$ cat src/rtl/fpu_pkg.sv
// Shared definitions for the FPU operation sequencer: datapath state codes,
// operation codes and the controller FSM states.
package fpu_pkg;

  typedef enum logic [3:0] {
    DP_IDLE         = 4'd0,
    DP_COMP         = 4'd1,
    DP_ADD          = 4'd2,
    DP_MUL          = 4'd3,
    DP_DIV          = 4'd4,
    DP_SIN_COS      = 4'd5,
    DP_SQUARE_ROOT  = 4'd6,
    DP_CORRECT_MODE = 4'd7
  } dp_state_e;

  typedef enum logic [2:0] {
    OP_COMP = 3'd0,
    OP_ADD  = 3'd1,
    OP_MUL  = 3'd2,
    OP_DIV  = 3'd3,
    OP_SIN  = 3'd4,
    OP_COS  = 3'd5,
    OP_SQRT = 3'd6,
    OP_PASS = 3'd7
  } op_e;

  typedef enum logic [2:0] {
    S_IDLE,
    S_CORR,
    S_CWAIT,
    S_RUN,
    S_DONE
  } ctrl_state_e;

  // Ops that go through the range-correction pre-pass before (or instead of) a core run.
  function automatic logic needs_corr(input op_e op);
    return op inside {OP_SIN, OP_COS, OP_SQRT, OP_PASS};
  endfunction

  function automatic dp_state_e run_code(input op_e op);
    case (op)
      OP_COMP:        return DP_COMP;
      OP_ADD:         return DP_ADD;
      OP_MUL:         return DP_MUL;
      OP_DIV:         return DP_DIV;
      OP_SIN, OP_COS: return DP_SIN_COS;
      OP_SQRT:        return DP_SQUARE_ROOT;
      default:        return DP_IDLE;
    endcase
  endfunction

endpackage

$ cat src/rtl/fpu_iter_cnt.sv
// Iteration down-counter for the FPU sequencer: load, saturating decrement, zero flag.
module fpu_iter_cnt #(
  parameter int unsigned CNT_W = 5
) (
  input  logic             clk,
  input  logic             rst_n,
  input  logic             load,
  input  logic [CNT_W-1:0] load_val,
  input  logic             dec,
  output logic             zero
);

  logic [CNT_W-1:0] count;

  always_ff @(posedge clk) begin
    if (!rst_n) begin
      count <= '0;
    end else if (load) begin
      count <= load_val;
    end else if (dec && count != '0) begin
      count <= count - CNT_W'(1);
    end
  end

  assign zero = (count == '0);

endmodule

$ cat src/rtl/fpu_seq_ctrl.sv
// FPU operation sequencer: request handshake, correction pre-pass, timed core run, response handshake.
// Optional `FPU_SEQ_ABORT_EN adds an abort input that drops any in-flight operation.
module fpu_seq_ctrl
  import fpu_pkg::*;
#(
  parameter int unsigned ARITH_LAT   = 4,
  parameter int unsigned ITER_SINCOS = 16,
  parameter int unsigned ITER_SQRT   = 8,
  parameter int unsigned CNT_W       = 5
) (
  input  logic        clk,
  input  logic        rst_n,
  input  logic        req_valid,
  output logic        req_ready,
  input  logic [2:0]  req_op,
  input  logic [63:0] req_operand,
  output logic [3:0]  dp_state,
  output logic [2:0]  dp_mode,
  output logic [63:0] dp_operand,
  input  logic [63:0] corr_result,
  input  logic [10:0] corr_exponent,
  input  logic [2:0]  corr_quadrant,
  input  logic [63:0] iter_result,
  output logic        resp_valid,
  input  logic        resp_ready,
  output logic [63:0] resp_data,
  output logic [10:0] resp_exponent,
  output logic [2:0]  resp_quadrant,
`ifdef FPU_SEQ_ABORT_EN
  input  logic        abort,
`endif
  output logic        busy
);

  ctrl_state_e      state;
  op_e              op_q;
  logic [63:0]      opnd_q;
  logic             abort_now;
  logic             cnt_load;
  logic [CNT_W-1:0] cnt_load_val;
  logic             cnt_zero;

`ifdef FPU_SEQ_ABORT_EN
  assign abort_now = abort && (state != S_IDLE);
`else
  assign abort_now = 1'b0;
`endif

  assign req_ready  = (state == S_IDLE) && rst_n;
  assign busy       = (state != S_IDLE);
  assign resp_valid = (state == S_DONE);

  always_comb begin
    cnt_load     = 1'b0;
    cnt_load_val = '0;
    if (state == S_IDLE && req_valid && req_ready && !needs_corr(op_e'(req_op))) begin
      cnt_load     = 1'b1;
      cnt_load_val = CNT_W'(ARITH_LAT - 1);
    end else if (state == S_CWAIT && !abort_now) begin
      if (op_q == OP_SQRT) begin
        cnt_load     = 1'b1;
        cnt_load_val = CNT_W'(ITER_SQRT - 1);
      end else if (op_q inside {OP_SIN, OP_COS}) begin
        cnt_load     = 1'b1;
        cnt_load_val = CNT_W'(ITER_SINCOS - 1);
      end
    end
  end

  fpu_iter_cnt #(.CNT_W(CNT_W)) u_iter_cnt (
    .clk      (clk),
    .rst_n    (rst_n),
    .load     (cnt_load),
    .load_val (cnt_load_val),
    .dec      (state == S_RUN),
    .zero     (cnt_zero)
  );

  always_ff @(posedge clk) begin
    if (!rst_n) begin
      state         <= S_IDLE;
      op_q          <= OP_COMP;
      opnd_q        <= '0;
      resp_data     <= '0;
      resp_exponent <= '0;
      resp_quadrant <= '0;
    end else if (abort_now) begin
      state <= S_IDLE;
    end else begin
      case (state)
        S_IDLE: begin
          if (req_valid) begin
            op_q   <= op_e'(req_op);
            opnd_q <= req_operand;
            state  <= needs_corr(op_e'(req_op)) ? S_CORR : S_RUN;
          end
        end
        S_CORR: state <= S_CWAIT;
        // The correction stage zeroes its outputs once state 7 is gone, so capture now.
        S_CWAIT: begin
          opnd_q        <= corr_result;
          resp_exponent <= (op_q == OP_SQRT) ? corr_exponent : '0;
          resp_quadrant <= (op_q inside {OP_SIN, OP_COS}) ? corr_quadrant : '0;
          if (op_q == OP_PASS) begin
            resp_data <= corr_result;
            state     <= S_DONE;
          end else begin
            state <= S_RUN;
          end
        end
        S_RUN: begin
          if (cnt_zero) begin
            resp_data <= iter_result;
            if (!needs_corr(op_q)) begin
              resp_exponent <= '0;
              resp_quadrant <= '0;
            end
            state <= S_DONE;
          end
        end
        S_DONE: if (resp_ready) state <= S_IDLE;
        default: state <= S_IDLE;
      endcase
    end
  end

  always_comb begin
    dp_state   = DP_IDLE;
    dp_mode    = op_q;
    dp_operand = opnd_q;
    case (state)
      S_IDLE: begin
        dp_mode    = '0;
        dp_operand = '0;
      end
      S_CORR:  dp_state = DP_CORRECT_MODE;
      S_RUN:   dp_state = run_code(op_q);
      default: ;
    endcase
  end

endmodule
$ cat config.mk
export PLATFORM = sky130hd
export DESIGN_NAME = fpu_seq_ctrl
export DESIGN_NICKNAME = d
export VERILOG_FILES = /design/src/rtl/fpu_pkg.sv /design/src/rtl/fpu_iter_cnt.sv /design/src/rtl/fpu_seq_ctrl.sv
export SDC_FILE = /design/constraint.sdc
export NUM_CORES = 1
export LEC_CHECK = 0
export CORE_AREA = 3 3 139 141
export CTS_CLUSTER_SIZE = 20
export DETAILED_ROUTE_END_ITERATION = 10
export DIE_AREA = 0 0 142 144
export GPL_TIMING_DRIVEN = 0
export PLACE_DENSITY = 0.81
export SETUP_SLACK_MARGIN = 0.1
export SLEW_MARGIN = 20
export SYNTH_ARGS = -nofsm -noshare
export SYNTH_HDL_FRONTEND = slang
export SYNTH_SLANG_ARGS = --single-unit
$ cat constraint.sdc
create_clock -name clk -period 3.7 [get_ports clk]
set_input_delay 0.74 -clock clk [delete_from_list [all_inputs] [get_ports clk]]
set_output_delay 0.74 -clock clk [all_outputs]
set_load 0.1 [all_outputs]
==> results of run 1 <==
-- flip-flops by register name (all words and copies together), names as in the netlist --
| register | count |
|---|---|
| resp_data | 64 |
| op_q | 3 |
| opnd_q | 64 |
| u_iter_cnt.count | 5 |
| resp_exponent | 11 |
| resp_quadrant | 3 |
| state | 3 |
-- synth_stat cells, types with 2 or more instances --
master,number,area (sq um)
buf_1,4,15.01
and2_1,65,406.6
nor3_1,3,15.01
o21ai_0,2,10.01
mux2i_1,67,670.6
nand2_1,141,529.3
buf_6,6,67.56
nand4_1,5,31.28
a311oi_1,14,122.6
a31oi_1,2,12.51
nand3_1,4,20.02
a22o_1,11,96.34
and3_1,3,18.77
mux2_2,2,22.52
buf_2,12,60.06
nor2_1,136,510.5
nand2b_1,2,12.51
a211oi_1,66,495.5
xnor2_1,3,26.28
buf_4,6,45.04
a311oi_2,50,750.7
clkbuf_1,50,187.7
a21oi_1,10,50.05
inv_1,8,30.03
ha_1,2,25.02
a21boi_0,2,15.01
dfxtp_1,153,3063
-- timing repair --
action                                  in CTS  in global routing
resized for setup                          218                 27
hold buffers                                 0                  0
endpoints found under the setup margin      67                 43
-- power by group --
part | total [mW] | switching [mW] | internal (mW) | leakage [nW]
clock network | 1.89 | 0.703 | 1.19 | 0.308
registers | 1.94 | 0.0979 | 1.84 | 1.25
logic | 2.78 | 1.99 | 0.783 | 2.85
-- placed cells by master (no fill, tap or decap), types with 2 or more instances in the layout --
master / n
clkdlybuf4s50_1: 296
dfxtp_1: 153
nand2_1: 141
nor2_1: 135
mux2i_1: 67
a211oi_1: 66
and2_1: 65
a311oi_2: 50
clkbuf_1: 47
buf_2: 31
clkdlybuf4s15_2: 31
clkbuf_2: 17
clkbuf_16: 17
a311oi_1: 14
a22o_1: 11
a21oi_1: 10
inv_1: 8
buf_4: 6
buf_6: 6
nand4_1: 5
bufinv_16: 5
nand3_1: 4
buf_1: 4
clkinv_2: 4
xnor2_1: 3
and3_1: 3
nor3_1: 3
clkinv_4: 3
nand2b_1: 2
a31oi_1: 2
mux2_2: 2
o21ai_0: 2
a21boi_0: 2
ha_1: 2
-- path summary, 6_finish.rpt --
kind                       to  slack, ns  cells past startpoint        startpoint
min          resp_quadrant[2]       0.47                      2  resp_quadrant[2]
max reg2reg     resp_data[51]       1.40                      5          state[0]
min reg2reg  resp_quadrant[2]       0.47                      2  resp_quadrant[2]
max               dp_state[0]       0.23                      4           op_q[2]
-- layer usage --
metal | wire, um | vias up | global-route usage
li1 | - | 3745 | -
met1 | 11480 | 3607 | 0.3184
met2 | 13540 | 332 | 0.4457
met3 | 2406 | 64 | 0.08763
met4 | 1026 | 2 | 0.1187
met5 | 13 | - | 0
-- cells by family after synthesis --
logic type / after synthesis / synth area share
muxes: 69 / 0.09263
xor gates and xnor gates: 3 / 0.003512
and+or+nand+nor: 369 / 0.2194
adders and majority gates: 2 / 0.003343
other: 1 / 0.0005011
AOI/OAI and AO/OA: 164 / 0.2167
DFF: 153 / 0.4093
buffers and inverters: 87 / 0.05467
-- tightest hold or removal path, cell delays in order (launching register included) --
cell	delay (ns)
dfxtp_1	0.31
nand2_1	0.05
mux2i_1	0.06
-- cell type report --
type	instances	area (sq um)
diodes	1	2.502
plain buffers	77	374.1
clock buffers	17	425.4
clock inverters	13	203.9
fillers	1584	6177
inverters	9	33.78
multi-input cells	608	4020
flip-flops and latches	153	3063
well taps	229	286.5
repair buffers	363	3500
-- metrics by stage --
stage	setup TNS (ns)	power [mW]
after CTS	0	6.642
final	0	6.605
after global placement	-4.016	4.772
after detailed placement	-4.722	4.803
after floorplan	0	3.962
after global routing	0	6.864
==> summary.txt, run 1 <==
H-tree Lvls: 4
# setup viols final: 0
routed via count: 7750
post-route antenna net violation count: 0
worst path required time: 2.96 ns
TritonCTS clock tree: built
Clock Tree Root: clkbuf_16
Least-Margin Pin Slew: 1.077 ns
Synth Flop Type: dfxtp_1
Post-Route Skew: 0.007596 ns
crit path DAT: 2.73 ns
Initial Utilization: 0.4138
maximum clock insertion buffer count: 2
Avg Inst Size Synth: 8.825 sq um
core area: 18090 sq um
input/output buffers: 363
Post-synth EDFFs: 0
post-route insts no fill: 1470
setup ws final: 0.2289 ns
fmax: 0.2881 GHz
WP buf/inv: 2
Unique masters post-synth: 46
Setup CP Type: reg2out
register area share after synthesis: 0.4093
Die Span Y: 144 um
max-slew violation count: 0
Routed WL: 28.46 mm
GRT Total Usage: 0.2685
post-synth net total: 1063
share of cells above drive strength 1: 0.1460
DP Area: 11410 sq um
vias in the first global route: 7815
worst skew pair latency: 0.42 ns
Final Core Density: 0.6585
P&R area growth vs syn: 59.14%
synth warn: 0
crit start category: flop
residual DRC count: 0
HP Class: reg2reg
RSZ-0062 raised after global routing: false
drt initial violations: 383
pre-CTS WS: -0.5390 ns
Die Area: 20450 sq um
clk sink count: 153
maximum vdd drop: 327.8 uV
drt via density: 5.272
Die Wd: 142 um
CP max stage cell: clkdlybuf4s50_1
CP max FO: 9
post-route cell area: 11910 sq um
DR WL/cell: 19.36 um
Total Nets Final: 1444
postcts setup bufs: 0
TritonCTS Buffers: 17
Synth Register Bits: 153
minimum clock period: 3.471 ns
Post-Place Cells: 1440
Final GP Congestion: 0.8856
Final period util: 0.9381
status: finished clean
antenna violations before repair: 2
slew margin rel.: 0.2797
maxcap violations: 0
Netlist Area Pre-Place: 7483 sq um
pwr dens: 554.6 nW/um^2
DP HPWL: 21.85 mm
final number of hold-violating endpoints: 0
largest net degree at the start of global routing: 19
first-pass GRT wire length: 42.76 mm
Setup crit end kind: primary output
largest stage delay on the critical path: 1.16 ns
crit path cell chain: clkbuf_1 -> mux2_2 -> a21oi_1 -> clkdlybuf4s50_1
CTS clk-pin slew, worst paths: 0.06 ns
Syn Inst Count: 848
WHS: 0.4710 ns
asr flop ratio synth: 0
CP delay by family, top: buffers and inverters
grt ovf: 0
Static Leak: 4.407 nW
TritonRoute pass-1 iters: 5
row cnt: 49
IO Pins: 365
No activity file was read; power rests on OpenSTA's default activity.
==> run 2: changes to the inputs <==
--- a/config.mk
+++ b/config.mk
@@ -6,7 +6,6 @@
 export NUM_CORES = 1
 export LEC_CHECK = 0
 export CORE_AREA = 3 3 139 141
-export CTS_CLUSTER_SIZE = 20
 export DETAILED_ROUTE_END_ITERATION = 10
 export DIE_AREA = 0 0 142 144
 export GPL_TIMING_DRIVEN = 0
==> results of run 2 <==
No change in the layout: final DEF, timing and power equal those of run 1.
